--- src/rtl/ghost_map_updater.sv ---
// ---------------------------------------------------------------------------
// ghost_map_updater
//
// Moves both ghosts on the shared board-map RAM. One accepted start runs a
// fixed eight-state sequence: restore the tile under ghost1, restore the tile
// under ghost2, read/decide/draw ghost1, read/decide/draw ghost2, then pulse
// wrdone so the upstream location controller can commit next -> curr.
// Both restores happen before any read, so a ghost moving onto the other
// ghost's old tile (or not moving at all) always reads the true map content.
//
// Ports
//   CLOCK_50                      system clock
//   reset                         synchronous, active-high reset
//   start                         one-cycle request, sampled only in IDLE
//   curr_ghost{1,2}_{x,y}         current ghost tiles (latched on start)
//   next_ghost{1,2}_{x,y}         requested ghost tiles (latched on start)
//   rd_x, rd_y                    map read address (registered)
//   rddata                        map tile code, valid the cycle after rd_*
//   wr_en, wr_x, wr_y, wr_data    map write port (combinational from state)
//   busy                          high from CLR1 through DONE
//   wrdone                        one-cycle completion pulse
//   ghost_hit                     bit k-1: ghost k landed on pacman
//   blocked                       bit k-1: ghost k move refused
// ---------------------------------------------------------------------------
module ghost_map_updater #(
  parameter int MAP_W = 40,
  parameter int MAP_H = 30
) (
  input  logic       CLOCK_50,
  input  logic       reset,
  input  logic       start,
  input  logic [5:0] curr_ghost1_x,
  input  logic [4:0] curr_ghost1_y,
  input  logic [5:0] curr_ghost2_x,
  input  logic [4:0] curr_ghost2_y,
  input  logic [5:0] next_ghost1_x,
  input  logic [4:0] next_ghost1_y,
  input  logic [5:0] next_ghost2_x,
  input  logic [4:0] next_ghost2_y,
  output logic [5:0] rd_x,
  output logic [4:0] rd_y,
  input  logic [2:0] rddata,
  output logic       wr_en,
  output logic [5:0] wr_x,
  output logic [4:0] wr_y,
  output logic [2:0] wr_data,
  output logic       busy,
  output logic       wrdone,
  output logic [1:0] ghost_hit,
  output logic [1:0] blocked
);

  typedef enum logic [2:0] {
    S_IDLE = 3'd0,
    S_CLR1 = 3'd1,
    S_CLR2 = 3'd2,
    S_RD1  = 3'd3,
    S_CAP1 = 3'd4,
    S_RD2  = 3'd5,
    S_CAP2 = 3'd6,
    S_DONE = 3'd7
  } state_t;

  localparam logic [2:0] T_EMPTY  = 3'd0;
  localparam logic [2:0] T_WALL   = 3'd1;
  localparam logic [2:0] T_PACMAN = 3'd4;
  localparam logic [2:0] T_GHOST1 = 3'd5;
  localparam logic [2:0] T_GHOST2 = 3'd6;
  localparam logic [2:0] T_RSVD   = 3'd7;

  // One extra bit so a 6-bit x can be compared against MAP_W up to 64.
  localparam logic [6:0] MAP_W_L = 7'(MAP_W);
  localparam logic [5:0] MAP_H_L = 6'(MAP_H);

  state_t     state_q;
  logic [5:0] c1x_q, c2x_q, n1x_q, n2x_q;
  logic [4:0] c1y_q, c2y_q, n1y_q, n2y_q;
  logic [2:0] under1_q, under2_q;
  logic [5:0] rd_x_q;
  logic [4:0] rd_y_q;
  logic [1:0] ghost_hit_q, blocked_q;
  logic       busy_q, wrdone_q;

  // Per-ghost view selected by which CAP state is active.
  logic [5:0] sel_cx_s, sel_nx_s;
  logic [4:0] sel_cy_s, sel_ny_s;
  logic [2:0] sel_under_s;
  logic       off_board_s, stack_s;

  // Outcome of the CAP decision.
  logic       cap_blk_s, cap_hit_s;
  logic [5:0] cap_x_s;
  logic [4:0] cap_y_s;
  logic [2:0] cap_under_d;

  logic       wr_en_s;
  logic [5:0] wr_x_s;
  logic [4:0] wr_y_s;
  logic [2:0] wr_data_s;

  // CAP decision: where the ghost is drawn and what it now covers.
  always_comb begin
    sel_cx_s    = c1x_q;
    sel_cy_s    = c1y_q;
    sel_nx_s    = n1x_q;
    sel_ny_s    = n1y_q;
    sel_under_s = under1_q;
    if (state_q == S_CAP2) begin
      sel_cx_s    = c2x_q;
      sel_cy_s    = c2y_q;
      sel_nx_s    = n2x_q;
      sel_ny_s    = n2y_q;
      sel_under_s = under2_q;
    end else begin
      sel_cx_s    = c1x_q;
      sel_cy_s    = c1y_q;
      sel_nx_s    = n1x_q;
      sel_ny_s    = n1y_q;
      sel_under_s = under1_q;
    end

    off_board_s = ({1'b0, sel_nx_s} >= MAP_W_L) || ({1'b0, sel_ny_s} >= MAP_H_L);
    // Ghost2 stacking on ghost1 inherits ghost1's underlying tile so that
    // neither ghost code is ever restored into the map later.
    stack_s     = (state_q == S_CAP2) && (rddata == T_GHOST1) &&
                  ({n2x_q, n2y_q} == {n1x_q, n1y_q});

    cap_blk_s   = 1'b0;
    cap_hit_s   = 1'b0;
    cap_x_s     = sel_nx_s;
    cap_y_s     = sel_ny_s;
    cap_under_d = rddata;
    if (off_board_s || (rddata == T_WALL) || (rddata == T_RSVD)) begin
      // Refused move: redraw in place, keep the old underlying tile.
      cap_blk_s   = 1'b1;
      cap_x_s     = sel_cx_s;
      cap_y_s     = sel_cy_s;
      cap_under_d = sel_under_s;
    end else if (rddata == T_PACMAN) begin
      cap_hit_s   = 1'b1;
      cap_under_d = T_EMPTY;
    end else if (stack_s) begin
      cap_under_d = under1_q;
    end else begin
      cap_under_d = rddata;
    end
  end

  // Map write port; suppressed while reset is asserted so an interrupted
  // operation performs no further writes.
  always_comb begin
    wr_en_s   = 1'b0;
    wr_x_s    = 6'd0;
    wr_y_s    = 5'd0;
    wr_data_s = 3'd0;
    if (reset) begin
      wr_en_s   = 1'b0;
      wr_x_s    = 6'd0;
      wr_y_s    = 5'd0;
      wr_data_s = 3'd0;
    end else begin
      case (state_q)
        S_CLR1: begin
          wr_en_s   = 1'b1;
          wr_x_s    = c1x_q;
          wr_y_s    = c1y_q;
          wr_data_s = under1_q;
        end
        S_CLR2: begin
          wr_en_s   = 1'b1;
          wr_x_s    = c2x_q;
          wr_y_s    = c2y_q;
          wr_data_s = under2_q;
        end
        S_CAP1: begin
          wr_en_s   = 1'b1;
          wr_x_s    = cap_x_s;
          wr_y_s    = cap_y_s;
          wr_data_s = T_GHOST1;
        end
        S_CAP2: begin
          wr_en_s   = 1'b1;
          wr_x_s    = cap_x_s;
          wr_y_s    = cap_y_s;
          wr_data_s = T_GHOST2;
        end
        default: begin
          wr_en_s   = 1'b0;
          wr_x_s    = 6'd0;
          wr_y_s    = 5'd0;
          wr_data_s = 3'd0;
        end
      endcase
    end
  end

  // Sequencer: state, captured positions, underlying tiles, status flags.
  always_ff @(posedge CLOCK_50) begin
    if (reset) begin
      state_q     <= S_IDLE;
      c1x_q       <= 6'd16;
      c1y_q       <= 5'd13;
      n1x_q       <= 6'd16;
      n1y_q       <= 5'd13;
      c2x_q       <= 6'd23;
      c2y_q       <= 5'd13;
      n2x_q       <= 6'd23;
      n2y_q       <= 5'd13;
      under1_q    <= T_EMPTY;
      under2_q    <= T_EMPTY;
      rd_x_q      <= 6'd0;
      rd_y_q      <= 5'd0;
      ghost_hit_q <= 2'b00;
      blocked_q   <= 2'b00;
      busy_q      <= 1'b0;
      wrdone_q    <= 1'b0;
    end else begin
      wrdone_q <= 1'b0;
      case (state_q)
        S_IDLE: begin
          if (start) begin
            c1x_q       <= curr_ghost1_x;
            c1y_q       <= curr_ghost1_y;
            c2x_q       <= curr_ghost2_x;
            c2y_q       <= curr_ghost2_y;
            n1x_q       <= next_ghost1_x;
            n1y_q       <= next_ghost1_y;
            n2x_q       <= next_ghost2_x;
            n2y_q       <= next_ghost2_y;
            ghost_hit_q <= 2'b00;
            blocked_q   <= 2'b00;
            busy_q      <= 1'b1;
            state_q     <= S_CLR1;
          end else begin
            state_q <= S_IDLE;
          end
        end
        S_CLR1: state_q <= S_CLR2;
        S_CLR2: begin
          rd_x_q  <= n1x_q;
          rd_y_q  <= n1y_q;
          state_q <= S_RD1;
        end
        S_RD1: state_q <= S_CAP1;
        S_CAP1: begin
          under1_q <= cap_under_d;
          if (cap_blk_s) blocked_q[0]   <= 1'b1;
          if (cap_hit_s) ghost_hit_q[0] <= 1'b1;
          rd_x_q   <= n2x_q;
          rd_y_q   <= n2y_q;
          state_q  <= S_RD2;
        end
        S_RD2: state_q <= S_CAP2;
        S_CAP2: begin
          under2_q <= cap_under_d;
          if (cap_blk_s) blocked_q[1]   <= 1'b1;
          if (cap_hit_s) ghost_hit_q[1] <= 1'b1;
          wrdone_q <= 1'b1;
          state_q  <= S_DONE;
        end
        S_DONE: begin
          busy_q  <= 1'b0;
          state_q <= S_IDLE;
        end
        default: begin
          busy_q  <= 1'b0;
          state_q <= S_IDLE;
        end
      endcase
    end
  end

  assign rd_x      = rd_x_q;
  assign rd_y      = rd_y_q;
  assign wr_en     = wr_en_s;
  assign wr_x      = wr_x_s;
  assign wr_y      = wr_y_s;
  assign wr_data   = wr_data_s;
  assign busy      = busy_q;
  assign wrdone    = wrdone_q;
  assign ghost_hit = ghost_hit_q;
  assign blocked   = blocked_q;

endmodule

--- config.mk ---
export PLATFORM = sky130hd
export DESIGN_NAME = ghost_map_updater
export DESIGN_NICKNAME = d
export VERILOG_FILES = /design/src/rtl/ghost_map_updater.sv
export SDC_FILE = /design/constraint.sdc
export NUM_CORES = 1
export LEC_CHECK = 0
export ABC_AREA = 1
export CAP_MARGIN = 20
export CORE_MARGIN = 2
export CORE_UTILIZATION = 45
export DETAILED_ROUTE_END_ITERATION = 8
export MAX_ROUTING_LAYER = met4
export PLACE_DENSITY = 0.82
export RECOVER_POWER = 50
export SYNTH_ARGS = -nofsm -noshare
export SYNTH_HDL_FRONTEND = slang
export SYNTH_SLANG_ARGS = --single-unit
--- constraint.sdc ---
create_clock -name CLOCK_50 -period 1.7 [get_ports CLOCK_50]
set_input_delay 0.34 -clock CLOCK_50 [delete_from_list [all_inputs] [get_ports CLOCK_50]]
set_output_delay 0.34 -clock CLOCK_50 [all_outputs]
set_load 0.005 [all_outputs]
Word level (Yosys, flattened, before mapping):

Index checks and enable logic that the tools add are counted.

* logic and storage cells: 91
* register bits after elaboration: 70

* $lt $le $gt $ge: 2
* equality and inequality tests: 17
* reduce and logical (&&, ||, !) cells: 18
* muxes and demuxes: 35

Operator list (number)
* $mux 6: 4
* $pmux 3 s8: 1
* $eq 3x3->1 const B: 7
* $mux 5: 4
* $pmux 6 s3: 1
* $mux 3: 5
* $pmux 5 s3: 1
* $pmux 3 s4: 1
* $pmux 6 s2: 1
* $reduce_and 3->1: 4
* $eq 11x11->1: 1
* $mux 1: 10
* $ne 2x2->1 const B: 5
* $pmux 1 s2: 5
* $pmux 5 s2: 1
* $reduce_bool 2->1: 4
* $eq 3x1->1 const B: 2
* $eq 3x2->1 const B: 2
* $ge 6x6->1 const B: 1
* $ge 5x5->1 const B: 1
* $reduce_and 2->1: 2
* $reduce_or 4->1: 1
* $logic_not 3->1: 1
* $logic_or 1x1->1: 3
* other kinds (3): 4

Depth between registers and ports, before layout:

* depth after elaboration: 9
* gate-level depth with buffers: 13
* gate-level depth less buffers: 13

Least setup slack after synthesis:

Ideal clock, no wire load.

* path type: reg2out
* start: reg state_q[0]
* end: out wr_x[2]
* cell stages (with the launch flop): 14
* slack: -0.024 ns
* arrival: 1.384 ns
* buffers on the path: 2
* cells stage by stage: dfxtp_1 -> inv_2 -> nand3_2 -> buf_6 -> nand2_1 -> nand2_1 -> nor2_2 -> nand2_2 -> nand3_4 -> buf_6 -> nand2_1 -> nand2_1 -> nand2_1 -> a21oi_2

* longest elaborated chain between the ends: 9
* elaborated cells on any way between the ends: 16
* classes of those cells: order compare: 2; eq/ne: 4; mux: 6; reduce/logical: 4

Ends and longest elaborated chain
* from (decl): line 75 `state_t state_q;`
* from (signal assigned): line 200 `state_q <= S_IDLE;`
* from (signal assigned): line 233 `state_q <= S_CLR1;`
* from (signal assigned): line 235 `state_q <= S_IDLE;`
* $eq 3x3->1: line 108, 162
* $mux 6 / $mux 5 (equally long branches): line 108 `if (state_q == S_CAP2) begin`
* $ge 6x6->1 / $ge 5x5->1 (equally long branches): line 122 `off_board_s = ({1'b0, sel_nx_s} >= MAP_W_L) || ({1'b0, sel_ny_s} >= MAP_H_L);`
* $logic_or 1x1->1: line 122
* $logic_or 1x1->1 (2 in a row): line 133 `if (off_board_s || (rddata == T_WALL) || (rddata == T_RSVD)) begin`
* $mux 6: line 133
* $pmux 6 s3 (*): line 162 `case (state_q)`
* $mux 6 (*): line 156 `if (reset) begin`
* to (decl): line 44 `output logic [5:0] wr_x,`

Every way passes the cells marked *; elsewhere a longest branch is shown, timed or not.

Worst setup path in the final report:

* start: reg state_q[0]
* end: out wr_y[4]

* longest elaborated chain between the ends: 9
* elaborated cells on any way between the ends: 16
* classes of those cells: order compare: 2; eq/ne: 4; mux: 6; reduce/logical: 4

Ends and longest elaborated chain
* $eq 3x3->1: line 108, 162
* $mux 6 / $mux 5 (equally long branches): line 108
* $ge 6x6->1 / $ge 5x5->1 (equally long branches): line 122
* $logic_or 1x1->1: line 122
* $logic_or 1x1->1 (2 in a row): line 133
* $mux 5: line 133
* $pmux 5 s3 (*): line 162
* $mux 5 (*): line 156
* to (decl): line 45 `output logic [4:0] wr_y,`

Marks and branches as above.

==> metrics.csv <==
stage;metric;value;unit
power_and_ir_drop;Psw;1.80;mW
layout;share of layout cells above drive strength 1;33.3;%
power_and_ir_drop;P per Cell Area;856;mW/mm^2
run;number of maximum-capacitance constraint violations;0;
power_and_ir_drop;Switching Share;34.8;%
synthesis;synthesized net count;602;
routing;via density per instance;6.04;
synthesis;cell types occupying the most area after synthesis;sky130_fd_sc_hd__dfxtp_1 (39%), sky130_fd_sc_hd__nand2_1 (15%), sky130_fd_sc_hd__o21ai_0 (9.7%);
critical_path;CP startpoint kind;flop;
global_routing;gr ovfl total;0;
outcome;run status;finished with violations;
routing;Final Routed Wirelength;16800;um
sta;worst path setup slack after routing;-0.838;ns
layout;core utilization of the finished layout;78.6;%
synthesis;mapped cell area;0.00356;mm^2
layout;most common library cell in the layout ignoring fill and taps;sky130_fd_sc_hd__nand2_1;
critical_path;required time of the worst setup path;1.36;ns
routing;post-detailed-route count of antenna-violating nets;0;
synthesis;Gate Count Post-Synth;552;
global_routing;global-route wire length before repair;21900;um
power_and_ir_drop;register share of total power;36.7;%
outcome;violated checks;setup timing;
floorplanning;Cell Rows;32;
critical_path;delay of the slowest cell on the worst path;0.40;ns
synthesis;post-synthesis sequential area ratio;39.4;%
cts;clock buffer depth;2;
sta;total count of max-transition violations in the final report;0;
layout;area of the multi-input gates;0.00211;mm^2
synthesis;average cell area after synthesis;6.45;um^2
layout;highest-count cells in the layout ignoring fill and taps;sky130_fd_sc_hd__nand2_1 (105), sky130_fd_sc_hd__buf_4 (93), sky130_fd_sc_hd__inv_1 (78), sky130_fd_sc_hd__dfxtp_1 (67), sky130_fd_sc_hd__clkdlybuf4s50_1 (65);
sta;Final Hold Violating Endpoints;0;
floorplanning;Vert. Die Dim;93.0;um
sta;transition at the pin with the smallest max-transition slack;0.497;ns
sta;Max Clk Rate;394;MHz
synthesis;fraction of post-synthesis cell area in the top cell type by area;39.4;%
routing;total vias in the final route;5106;
routing;DRC violations left;0;
global_routing;via count of the first global-routing pass;4728;
synthesis;count of synthesis-stage warnings from yosys;0;
power_and_ir_drop;peak ir drop on the vdd network;0.000625;V
cts;Clock Tree Root;sky130_fd_sc_hd__clkbuf_8;
layout;synth-to-layout area growth;69.6;%
cts;hold-fix buffer count after cts;0;
floorplanning;die area;0.00864;mm^2
routing;number of DRC markers after the initial detailed-route iteration;722;
critical_path;element type at the critical path end;output pin;
floorplanning;core outline area;0.00769;mm^2
power_and_ir_drop;P_int;3.37;mW
sta;Period minus WS final;2.54;ns
placement;port buffer count;81;
critical_path;category of the critical setup timing path;reg -> out;
critical_path;cells along the critical path;inv_8, buf_6, nand4_1, nand2_4, nor2_4, nand2_4, nand3_4, buf_6, buf_8, nand2_4, nand2_2, nand2_2, a21oi_2, buf_2;
critical_path;CP Launch Point;state_q[0]$_SDFF_PP0_;
synthesis;number of register bits inferred by synthesis;70;
routing;average wire per standard cell;19.9;um
power_and_ir_drop;clock power share;26.4;%
routing;TritonRoute pass-1 iters;6;
critical_path;critical path's most frequent cell;sky130_fd_sc_hd__nand2_4;
cts;clock tree from TritonCTS;yes;
min_path;startpoint of the lowest-slack hold path;busy$_SDFFE_PP0P_;
min_path;class of the tightest hold or removal check;reg -> reg;
critical_path;Crit Reg-Reg Startpoint;state_q[0]$_SDFF_PP0_;
critical_path;critical-path maximum fanout;6;
layout;count of antenna diodes in the layout;0;
global_routing;GRT Overall Usage;33.2;%
power_and_ir_drop;combinational power share;36.9;%
floorplanning;starting density of the core;46.3;%
critical_path;data arrival time of the critical path;2.20;ns
placement;worst slack after detailed placement;-0.913;ns
cts;number of sinks on the clock net;70;
layout;FF+latch area;0.00141;mm^2
layout;number of nets at the end of the flow;789;
power_and_ir_drop;cell leakage power;2.76;nW
sta;slew margin rel.;66.7;%
floorplanning;number of top-level pins;82;
cts;maximum level of the CTS H-tree;3;
layout;count of filler cells inserted in the layout;443;
cts;clock edge transition at the registers on the reported setup and hold paths;0.08;ns
placement;dpl hpwl;8160;um
sta;unrepaired setup endpoints after global routing;yes;
global_routing;number of antenna violations at the first check in global routing;0;
sta;post-route clock period utilization;149;%
sta;endpoints failing setup;39;
critical_path;standard cell with the maximum stage delay on the critical path;sky130_fd_sc_hd__dfxtp_4;
cts;CTS Buf Count;9;
synthesis;number of different library cells in the post-synthesis netlist;24;
cts;worst-skew pair later-pin latency;0.36;ns
floorplanning;width of the die;93.0;um
global_routing;maximum number of pins on one net before global-route repair;26;
placement;weighted congestion reported at the end of routability-driven placement;0.905;
sta;Clock Skew;0.0121;ns
synthesis;most area-hungry cell type in the Yosys netlist;sky130_fd_sc_hd__dfxtp_1;
## sequential cells by signal, indices dropped and copies added, names as in the netlist, 2 cells and up
| signal | flops |
|---|---|
| c2x_q | 6 |
| c1y_q | 5 |
| n2x_q | 6 |
| under2_q | 3 |
| ghost_hit | 2 |
| rd_x | 6 |
| n1x_q | 6 |
| rd_y | 5 |
| blocked | 2 |
| state_q | 3 |
| c1x_q | 6 |
| under1_q | 3 |
| c2y_q | 5 |
| n1y_q | 5 |
| n2y_q | 5 |
## per-layer routing
metal / GRT usage (%) / wire length (um) / vias up
met1: 35.9 / 5540 / 2292
met5: - / 0 / -
met4: 19.6 / 1330 / 0
met2: 56.3 / 7860 / 517
li1: - / - / 2145
met3: 6.59 / 2100 / 152
## stage by stage
stage | hold slack [ns] | instances | setup TNS, ns | power (mW) | instance area [um^2]
after floorplan | 0.441 | 552 | -0.00810 | 2.51 | 3580
after global placement | 0.434 | 797 | -23.35 | 3.18 | 5090
after detailed placement | 0.437 | 797 | -24.56 | 3.22 | 5090
after CTS | 0.450 | 838 | -8.82 | 4.72 | 5670
after global routing | 0.465 | 846 | -18.59 | 5.33 | 6040
final | 0.450 | 846 | -16.45 | 5.17 | 6040
## final cells by class
type / count / area share [%]
repair buffers: 206 / 30.7
inverters: 86 / 5.84
well taps: 102 / 2.11
clock buffers: 12 / 2.24
multi-input cells: 366 / 35.0
flip-flops and latches: 70 / 23.4
clock inverters: 4 / 0.787
## critical path: cells and delay by family, from the launching register on
family / cells / cell delay (ns)
DFF: 1 / 0.40
buffers and inverters: 5 / 0.55
AOI/OAI and AO/OA: 1 / 0.13
and+or+nand+nor: 8 / 0.78
## cells by family after synthesis
group / share of synthesized area [%]
flip-flops: 39.4
XOR/XNOR: 0.738
AO/OA/AOI/OAI: 20.1
buffers and inverters: 13.2
AND/OR/NAND/NOR: 26.6
## cell usage after synthesis
library cell               number
sky130_fd_sc_hd__a21oi_2        1
sky130_fd_sc_hd__buf_2          7
sky130_fd_sc_hd__o21ai_0       69
sky130_fd_sc_hd__nor2_2         1
sky130_fd_sc_hd__inv_1         85
sky130_fd_sc_hd__nand4_1       18
sky130_fd_sc_hd__a22o_1         1
sky130_fd_sc_hd__o21ai_2        1
sky130_fd_sc_hd__xnor2_1        3
sky130_fd_sc_hd__nand2_2        2
sky130_fd_sc_hd__nand3_2        1
sky130_fd_sc_hd__nand3_1       21
sky130_fd_sc_hd__nand2_1      141
sky130_fd_sc_hd__a31oi_1        3
sky130_fd_sc_hd__dfxtp_1       70
sky130_fd_sc_hd__nand3_4        1
sky130_fd_sc_hd__inv_2          1
sky130_fd_sc_hd__a21oi_1       49
sky130_fd_sc_hd__buf_4          2
sky130_fd_sc_hd__buf_6          2
sky130_fd_sc_hd__nor2_1        38
sky130_fd_sc_hd__nor3_1         2
sky130_fd_sc_hd__o22ai_1       13
sky130_fd_sc_hd__clkbuf_1      20
## power by group through the flow
| stage | registers (mW) | clock network [mW] | logic, mW |
|---|---|---|---|
| after detailed placement | 1.90 | 0 | 1.32 |
| final | 1.90 | 1.36 | 1.91 |
| after floorplan | 1.89 | 0 | 0.618 |
| after global routing | 1.91 | 1.44 | 1.98 |
| after CTS | 1.87 | 1.32 | 1.53 |
| after global placement | 1.89 | 0 | 1.29 |
## path summary, 6_finish.rpt
kind	end	slack, ns	cells after the start
worst max-delay path	wr_y[4]	-0.84	14
worst min-delay path	busy$_SDFFE_PP0P_	0.45	2
worst max register to register	under1_q[0]$_SDFFE_PP0P_	-0.44	16
worst min register to register	busy$_SDFFE_PP0P_	0.45	2
## what timing repair did
action,4_1_cts,5_1_grt
setup buffers,25,8
endpoints found under the setup margin,68,62
gates resized for setup,136,103
pin swaps,22,27
gates cloned,2,0
No activity file was read; power rests on OpenSTA's default activity.
==> edit (same flow settings) <==
The 8 states of `state_t` get a one-hot encoding in 8 bits.
--- a/src/rtl/ghost_map_updater.sv
+++ b/src/rtl/ghost_map_updater.sv
@@ -51,13 +51,13 @@
 );
 
-  typedef enum logic [2:0] {
-    S_IDLE = 3'd0,
-    S_CLR1 = 3'd1,
-    S_CLR2 = 3'd2,
-    S_RD1  = 3'd3,
-    S_CAP1 = 3'd4,
-    S_RD2  = 3'd5,
-    S_CAP2 = 3'd6,
-    S_DONE = 3'd7
+  typedef enum logic [7:0] {
+    S_IDLE = 8'b00000001,
+    S_CLR1 = 8'b00000010,
+    S_CLR2 = 8'b00000100,
+    S_RD1  = 8'b00001000,
+    S_CAP1 = 8'b00010000,
+    S_RD2  = 8'b00100000,
+    S_CAP2 = 8'b01000000,
+    S_DONE = 8'b10000000
   } state_t;
 
Function: same outputs for any inputs over 10 cycles, from zero or initial values and one cycle with reset high; not proved beyond that.
==> edit against the original RTL <==
  * The flow finishes with violations (DRC, setup timing)
  * Power is 2.4% lower
  * Routed wire length is 55% higher
  * Setup slack worse by 0.54 ns
  * Worst hold slack better by 0.012 ns
  * Area after synthesis is 7.7% higher
  * Sequential cell count is 5 higher
  * Design area is 25% higher
  * Final cell count is 9.7% higher
  * Largest power group is now sequential cells
==> edit: results (changes against the original RTL) <==
Outcome
  • Failing checks: DRC, setup timing
  • Outcome: finished, violations left

Critical path
  • Slowest-stage cell, CP: dfxtp_2
  • Max stage delay on crit path: 0.34 ns (-0.06 ns)
  • Worst Path Arrival: 2.73 ns (+0.53 ns)

Drt
  • Routed len/inst: 28.1 um (+41%)
  • WL met2: 10.6 mm (+35%)
  • Residual DRC: 9 (+9)
  • 1st-pass router iterations: 9 (+3)
  • Met3 wire length: 3.97 mm (+89%)
  • Via count: 6340 (+24%)
  • Met1 WL: 8.28 mm (+49%)
  • Top Layer Used: met4
  • Starting DRT DRC Count: 1199 (+66%)

Yosys
  • Ranking of synthesized cells by area: dfxtp_1, nand2_1, inv_1
  • Most used DFF post-synth: dfxtp_1
  • Synth Instances: 586 (+6.2%)
  • Post-Syn Nets: 636 (+5.6%)
  • Yosys cell types: 32 (+33%)
  • Most instantiated cells after synthesis: nand2_1, inv_1, dfxtp_1
  • Part of the Yosys area used for sequential elements: 39.1% (-0.21 points)

Final layout
  • Util after Layout: 91.5% (+13 points)
  • Layout filler cell count: 298 (-33%)
  • Non-filler cells, final: 928 (+9.7%)
  • # nets final: 868 (+10%)
  • Share of post-route cells with drive strength above 1: 51.3% (+18 points)

Global route
  • Met1 Usage GRT: 49.5% (+14 points)
  • Largest net degree at the start of global routing: 29 (+12%)
  • Global routing usage on met2: 70.2% (+14 points)
  • Grt met3 use: 11.1% (+4.5 points)
  • Initial antenna violation count: 1 (+1)
  • Vias in the first global route: 5771 (+22%)
  • Total GRT Usage: 45.0% (+12 points)

Pwr
  • Design Power: 5.04 mW (-2.4%)
  • Sw frac: 35.1% (+0.26 points)
  • Clock Power: 1.41 mW (+4%)
  • Flop pwr share: 38.4% (+1.7 points)
  • Static Leak: 3.35 nW (+22%)

STA
  • Post-route setup TNS: -82.22 ns (-65.77 ns)
  • Slew margin rel.: 45.7% (-21 points)
  • Final Worst Setup Slack: -1.37 ns (-0.537 ns)
  • Clock Skews: 0.0194 ns (+0.00731 ns)
  • Setup violators final: 88 (+130%)

Placement
  • Pre-CTS WS: -1.04 ns (-0.125 ns)
  • Placed cell area: 0.00547 mm^2 (+7.6%)
  • Gp weighted congestion: 0.918 (+1.4%)
  • Port buffer count: 81 (unchanged)
  • Dpl cells: 839 (+5.3%)
  • Dpl hpwl: 8.79 mm (+7.6%)

Clock network
  • Clock transition at path regs: 0.09 ns
-- edit: layout make-up --
cell class	count	share of cell area [%]
clock buffers	12	1.79
clock inverters	3	0.530
inverters	95	5.32
flip-flops and latches	75	20.0
multi-input cells	388	38.4
well taps	105	1.74
diodes	1	0.0331
repair buffers	249	32.2
-- edit: worst register-to-register path: cells and delay by family (launching register included) --
kind / cells / cell delay (ns)
AOI/OAI and AO/OA: 1 / 0.10
DFF: 1 / 0.35
buffers and inverters: 13 / 1.30
and+or+nand+nor: 6 / 0.99
-- edit: repair_timing --
item | in CTS | in global routing
pin swaps | 53 | 65
cloned | 8 | 2
endpoints found under the setup margin | 84 | 85
setup buffers | 50 | 31
gates resized for setup | 303 | 163
-- edit: final timing paths --
| path | from | to | slack, ns | cells after the start |
|---|---|---|---|---|
| setup / recovery | state_q[3]$_SDFF_PP0_ | wr_y[3] | -1.37 | 16 |
| hold / removal | blocked[0]$_SDFFE_PP0P_ | blocked[0]$_SDFFE_PP0P_ | 0.46 | 2 |
| setup reg to reg | state_q[6]$_SDFF_PP0_ | c1x_q[1]$_SDFFE_PP0P_ | -1.10 | 20 |
| hold reg to reg | blocked[0]$_SDFFE_PP0P_ | blocked[0]$_SDFFE_PP0P_ | 0.46 | 2 |
-- edit: cell families (layout without fill, tap and decap cells) --
| group | count (synthesis) | count (layout) | share of synthesized area [%] |
|---|---|---|---|
| AOI/OAI and AO/OA | 132 | 132 | 18.3 |
| xor gates and xnor gates | 7 | 7 | 1.60 |
| buffers and inverters | 125 | 359 | 13.0 |
| DFF | 75 | 75 | 39.1 |
| other | 0 | 1 | 0 |
| and+or+nand+nor | 247 | 249 | 28.0 |
